--- src/rtl/cpu_pkg.sv ---
// Shared CPU definitions.
//   fetch_state_t        : fetch-stage sequencing states
//   pc_sel_t             : next-PC source select, shared with next-PC logic and decoder
//   RESET_VECTOR_DEFAULT : PC loaded on reset
//   HALT_ADDR_DEFAULT    : PC value at which execution stops
package cpu_pkg;

  localparam logic [31:0] RESET_VECTOR_DEFAULT = 32'hBFC0_0000;
  localparam logic [31:0] HALT_ADDR_DEFAULT    = 32'h0000_0000;

  typedef enum logic [1:0] {
    S_FETCH = 2'd0,
    S_ISSUE = 2'd1,
    S_HALT  = 2'd2
  } fetch_state_t;

  typedef enum logic [1:0] {
    INCREMENT = 2'd0,
    BRANCH    = 2'd1,
    JUMP      = 2'd2,
    JR        = 2'd3
  } pc_sel_t;

  // Word-align an address by clearing its two low bits.
  function automatic logic [31:0] word_align(input logic [31:0] a);
    return {a[31:2], 2'b00};
  endfunction

endpackage

--- src/rtl/fetch_unit.sv ---
// PC register and instruction-fetch stage with MIPS branch-delay-slot handling.
// Ports:
//   clk, reset          : clock, synchronous active-high reset
//   pcnext_in, redirect : next-PC value for the issued instruction; redirect=1 marks a taken target
//   stall               : decode cannot accept the issued instruction this cycle
//   avm_*               : Avalon-MM instruction read master (word reads)
//   pc, instr           : address and word of the issued instruction
//   instr_valid         : pc/instr valid for decode
//   active              : 1 until the halt address is reached
module fetch_unit
  import cpu_pkg::*;
#(
  parameter logic [31:0] RESET_VECTOR = RESET_VECTOR_DEFAULT,
  parameter logic [31:0] HALT_ADDR    = HALT_ADDR_DEFAULT
) (
  input  logic        clk,
  input  logic        reset,
  input  logic [31:0] pcnext_in,
  input  logic        redirect,
  input  logic        stall,
  output logic [31:0] avm_address,
  output logic        avm_read,
  output logic [3:0]  avm_byteenable,
  input  logic        avm_waitrequest,
  input  logic [31:0] avm_readdata,
  output logic [31:0] pc,
  output logic [31:0] instr,
  output logic        instr_valid,
  output logic        active
);

  fetch_state_t state;
  logic         pending;
  logic [31:0]  target;
  logic [31:0]  new_pc;

  // Next PC on advance: a pending taken target wins over everything (the
  // delay-slot instruction's own redirect is dropped); a fresh redirect
  // first issues the delay slot at pc+4 and parks the target.
  always_comb begin
    new_pc = word_align(pcnext_in);
    if (pending)
      new_pc = target;
    else if (redirect)
      new_pc = pc + 32'd4;
  end

  always_comb begin
    avm_address    = pc;
    avm_read       = !reset && (state == S_FETCH);
    avm_byteenable = avm_read ? 4'b1111 : 4'b0000;
    instr_valid    = !reset && (state == S_ISSUE);
    active         = reset || (state != S_HALT);
  end

  always_ff @(posedge clk) begin
    if (reset) begin
      state   <= S_FETCH;
      pc      <= RESET_VECTOR;
      pending <= 1'b0;
      target  <= '0;
      instr   <= '0;
    end else begin
      unique case (state)
        S_FETCH: begin
          if (!avm_waitrequest) begin
            instr <= avm_readdata;
            state <= S_ISSUE;
          end
        end
        S_ISSUE: begin
          if (!stall) begin
            pc <= new_pc;
            if (pending) begin
              pending <= 1'b0;
            end else if (redirect) begin
              target  <= word_align(pcnext_in);
              pending <= 1'b1;
            end
            state <= (new_pc == HALT_ADDR) ? S_HALT : S_FETCH;
          end
        end
        S_HALT: ;
        default: state <= S_FETCH;
      endcase
    end
  end

endmodule

--- config.mk ---
export PLATFORM = sky130hd
export DESIGN_NAME = fetch_unit
export DESIGN_NICKNAME = d
export VERILOG_FILES = /design/src/rtl/cpu_pkg.sv /design/src/rtl/fetch_unit.sv
export SDC_FILE = /design/constraint.sdc
export NUM_CORES = 1
export LEC_CHECK = 0
export CAP_MARGIN = 20
export CORE_MARGIN = 2
export CORE_UTILIZATION = 43
export CTS_BUF_LIST = sky130_fd_sc_hd__clkbuf_2 sky130_fd_sc_hd__clkbuf_4 sky130_fd_sc_hd__clkbuf_8
export DETAILED_ROUTE_END_ITERATION = 10
export HOLD_SLACK_MARGIN = 0.05
export PLACE_DENSITY = 0.85
export SLEW_MARGIN = 40
export SYNTH_ARGS = -nofsm -noshare
export SYNTH_HDL_FRONTEND = slang
export SYNTH_SLANG_ARGS = --single-unit
--- constraint.sdc ---
create_clock -name clk -period 2.4 [get_ports clk]
set_input_delay 0.72 -clock clk [delete_from_list [all_inputs] [get_ports clk]]
set_output_delay 0.72 -clock clk [all_outputs]
set_load 0.05 [all_outputs]
==> run_results.csv, run 1 <==
group,metric,value,unit
synth,synth_simple_gate_area_share,26.3,%
setup_path,cp.arrival,1.65,ns
synth,syn_inst,673,
setup_path,critical_path_class,"reg -> out",
die,ios,172,
global_routing,grt_pass1_vias,4993,
sta,worst_pin_slew,0.782,ns
global_routing,grt_usage,24.9,%
route,drc,0,
setup_path,reg2reg_to,"state[1]",
place,dp.cells,966,
place,dpl-instance-area,7020,um2
clock_network,h-tree-depth,3,
sta,finClkSkew,0.0131,ns
clock_network,cts_tree,"yes",
pwr,cellLeakagePower,2.95,nW
pwr,power,3.99,mW
place,post-place-ws,-0.299,ns
setup_path,rr_worst_depth,10,
sta,tns,0,ns
sta,worst_slack,0.0343,ns
setup_path,required,1.68,ns
finish,fin_area,7300,um2
setup_path,crit_slowest_cell,"clkdlybuf4s50_1",
finish,multi_input_area,2640,um2
synth,synth_enable_flop_cells,0,
setup_path,cp.depth,1,
route,wl,16.2,mm
die,die_w,113,um
route,wl_per_cell,16.5,um
die,core_area,11500,um2
global_routing,grt_overflow,0,
finish,nets,905,
die,row_count,39,
clock_network,clk_pin_slew,0.10,ns
synth,synth_cell_types,54,
setup_path,setup.worst_path.start,"avm_address[5]",
run_status,status,"finished clean",
clock_network,clk-insertion-delay-late,0.38,ns
finish,final_cells,983,
sta,finalCritPeriodShare,98.6,%
hold_path,hp-class,"reg -> reg",
setup_path,r2r_slack,0.06,ns
finish,syn_to_final_growth,44.2,%
setup_path,critPathBufInv,1,
synth,synth.area.top_cells,"dfxtp_1 (38%), nand2_1 (12%), a21oi_1 (8.8%)",
setup_path,cp_max_fo,9,
synth,synth_fa_ha_area_share,0.247,%
clock_network,cts.sinks,97,
synth,synth_compound_area_share,19.4,%
clock_network,clock_path_buffers,2,
sta,max_slew_margin,47.9,%
sta,finalSetupViolCount,0,
route,ant_nets,0,
sta,grt_setup_unrepaired,"yes",
clock_network,cts_buffers,9,
pwr,irDropWorstVdd,381,uV
finish,register_area,1960,um2
synth,synth_flop_cell,"dfxtp_1",
setup_path,cp_top_family,"buffers and inverters",
synth,synth_largest_area_cell,"dfxtp_1",
synth,ys_ff_latch,97,
global_routing,grt_max_degree,72,
place,place_congestion,0.901,
route,drtPass1Iterations,8,
sta,fin_worst_hold_slack,0.457,ns
finish,drive_above_1_share,16.3,%
job,drv_cap,0,
sta,period_minus_slack,2.37,ns
finish,nFillCells,951,
route,vias_per_cell,5.53,
place,io_buffers,169,
setup_path,timing.rr.start,"avm_address[2]",
setup_path,slowest_delay,0.83,ns
pwr,p_per_area,547,nW/um2
synth,ys_top_cells_by_count,"nand2_1 (157), dfxtp_1 (97), a21oi_1 (89)",
setup_path,cp_cell_sequence,"clkdlybuf4s50_1",
route,vias,5434,
setup_path,crit_end,"pc[5]",
sta,hold_violations,0,
sta,slew_viol_final,0,
die,die_h,113,um
setup_path,critPathLaunchType,"register",
synth,syn_nets,743,
finish,post-route-util,63.7,%
setup_path,endpoint_kind,"output port",
synth,syn_area,5060,um2
finish,antenna_cells,0,
place,dp_hpwl,11.7,mm
die,start_util,44.1,%
synth,synth_mux_area_share,0.593,%
synth,synth_top_family_by_area,"simple AND/OR/NAND/NOR gates",
synth,avgSynthCellArea,7.52,um2
global_routing,grt_pass1_wl,25.4,mm
clock_network,clock-root-buffer,"clkbuf_8",
route,drt-initial-drc-count,521,
synth,ys_seq_area_share,38.4,%
sta,fmax,423,MHz
synth,synth_xor_area_share,3.98,%
die,die-area,12700,um2
global_routing,antenna_found_initial,0,
synth,yosys_warnings,0,
synth,synth_top_area_share,38.4,%
synth,synth.most_common_cell,"nand2_1",
synth,synthArstFlopShare,0,%
## placed cells by master (no fill, tap or decap), drive strengths merged, types with 10 or more instances in the layout
master         instances
nor4                  12
dlygate4sd2           27
buf                   82
a21oi                 89
xnor2                 14
a211oi                23
nand4                 13
nand2                157
clkdlybuf4s50        112
inv                   10
o21ai                 25
dlymetal6s2s          16
nor3                  13
dfxtp                 97
nor2                  56
nand3                 13
## area by class of cell
type,instances,area share [%]
multi-input cells,483,36.2
repair buffers,237,31.2
flip-flops and latches,97,26.9
well taps,143,2.45
clock buffers,9,1.70
clock inverters,7,1.15
inverters,7,0.360
## registers in the layout, summed over array words and instances (netlist names)
signal,cells
instr,32
state,2
avm_address,32
pending,1
target,30
## metal layers
metal  track usage, %  wire length (um)
met5                0                 0
met3             6.26              1440
met4             8.78               369
met1             33.5              6980
met2             39.1              7440
## timing repair
action / CTS / global route
pin swaps: 0 / 3
gates resized for setup: 27 / 28
endpoints found under the setup margin: 28 / 20
buffers inserted: 0 / 1
hold buffers: 0 / 0
## cells by family after synthesis
kind of cell,after synthesis
mux,3
buf+inv,93
simple gates,291
xor+xnor,23
flops,97
fa+ha+maj,1
compound gates,165
## worst min path at each step
stage          slack (ns)  startpoint        end  cells after the start
2_1_floorplan        0.43   target[2]  target[2]                      2
3_3_place_gp         0.44   target[2]  target[2]                      2
4_1_cts              0.46   target[2]  target[2]                      2
3_5_place_dp         0.44   target[2]  target[2]                      2
5_1_grt              0.48   instr[10]  instr[10]                      2
6_report             0.46   target[2]  target[2]                      2
## report_power, final
group / internal (mW) / total, mW / switching (mW)
clock network: 0.500 / 1.13 / 0.632
registers: 1.68 / 1.74 / 0.0591
logic: 0.428 / 1.12 / 0.688
No activity file was read; power rests on OpenSTA's default activity.
==> run 2: changes to the inputs <==
--- a/config.mk
+++ b/config.mk
@@ -12,7 +12,7 @@
 export DETAILED_ROUTE_END_ITERATION = 10
 export HOLD_SLACK_MARGIN = 0.05
 export PLACE_DENSITY = 0.85
-export SLEW_MARGIN = 40
+export SLEW_MARGIN = 20
 export SYNTH_ARGS = -nofsm -noshare
 export SYNTH_HDL_FRONTEND = slang
 export SYNTH_SLANG_ARGS = --single-unit
==> results of run 2 <==
No change in the layout: final DEF, timing and power equal those of run 1.
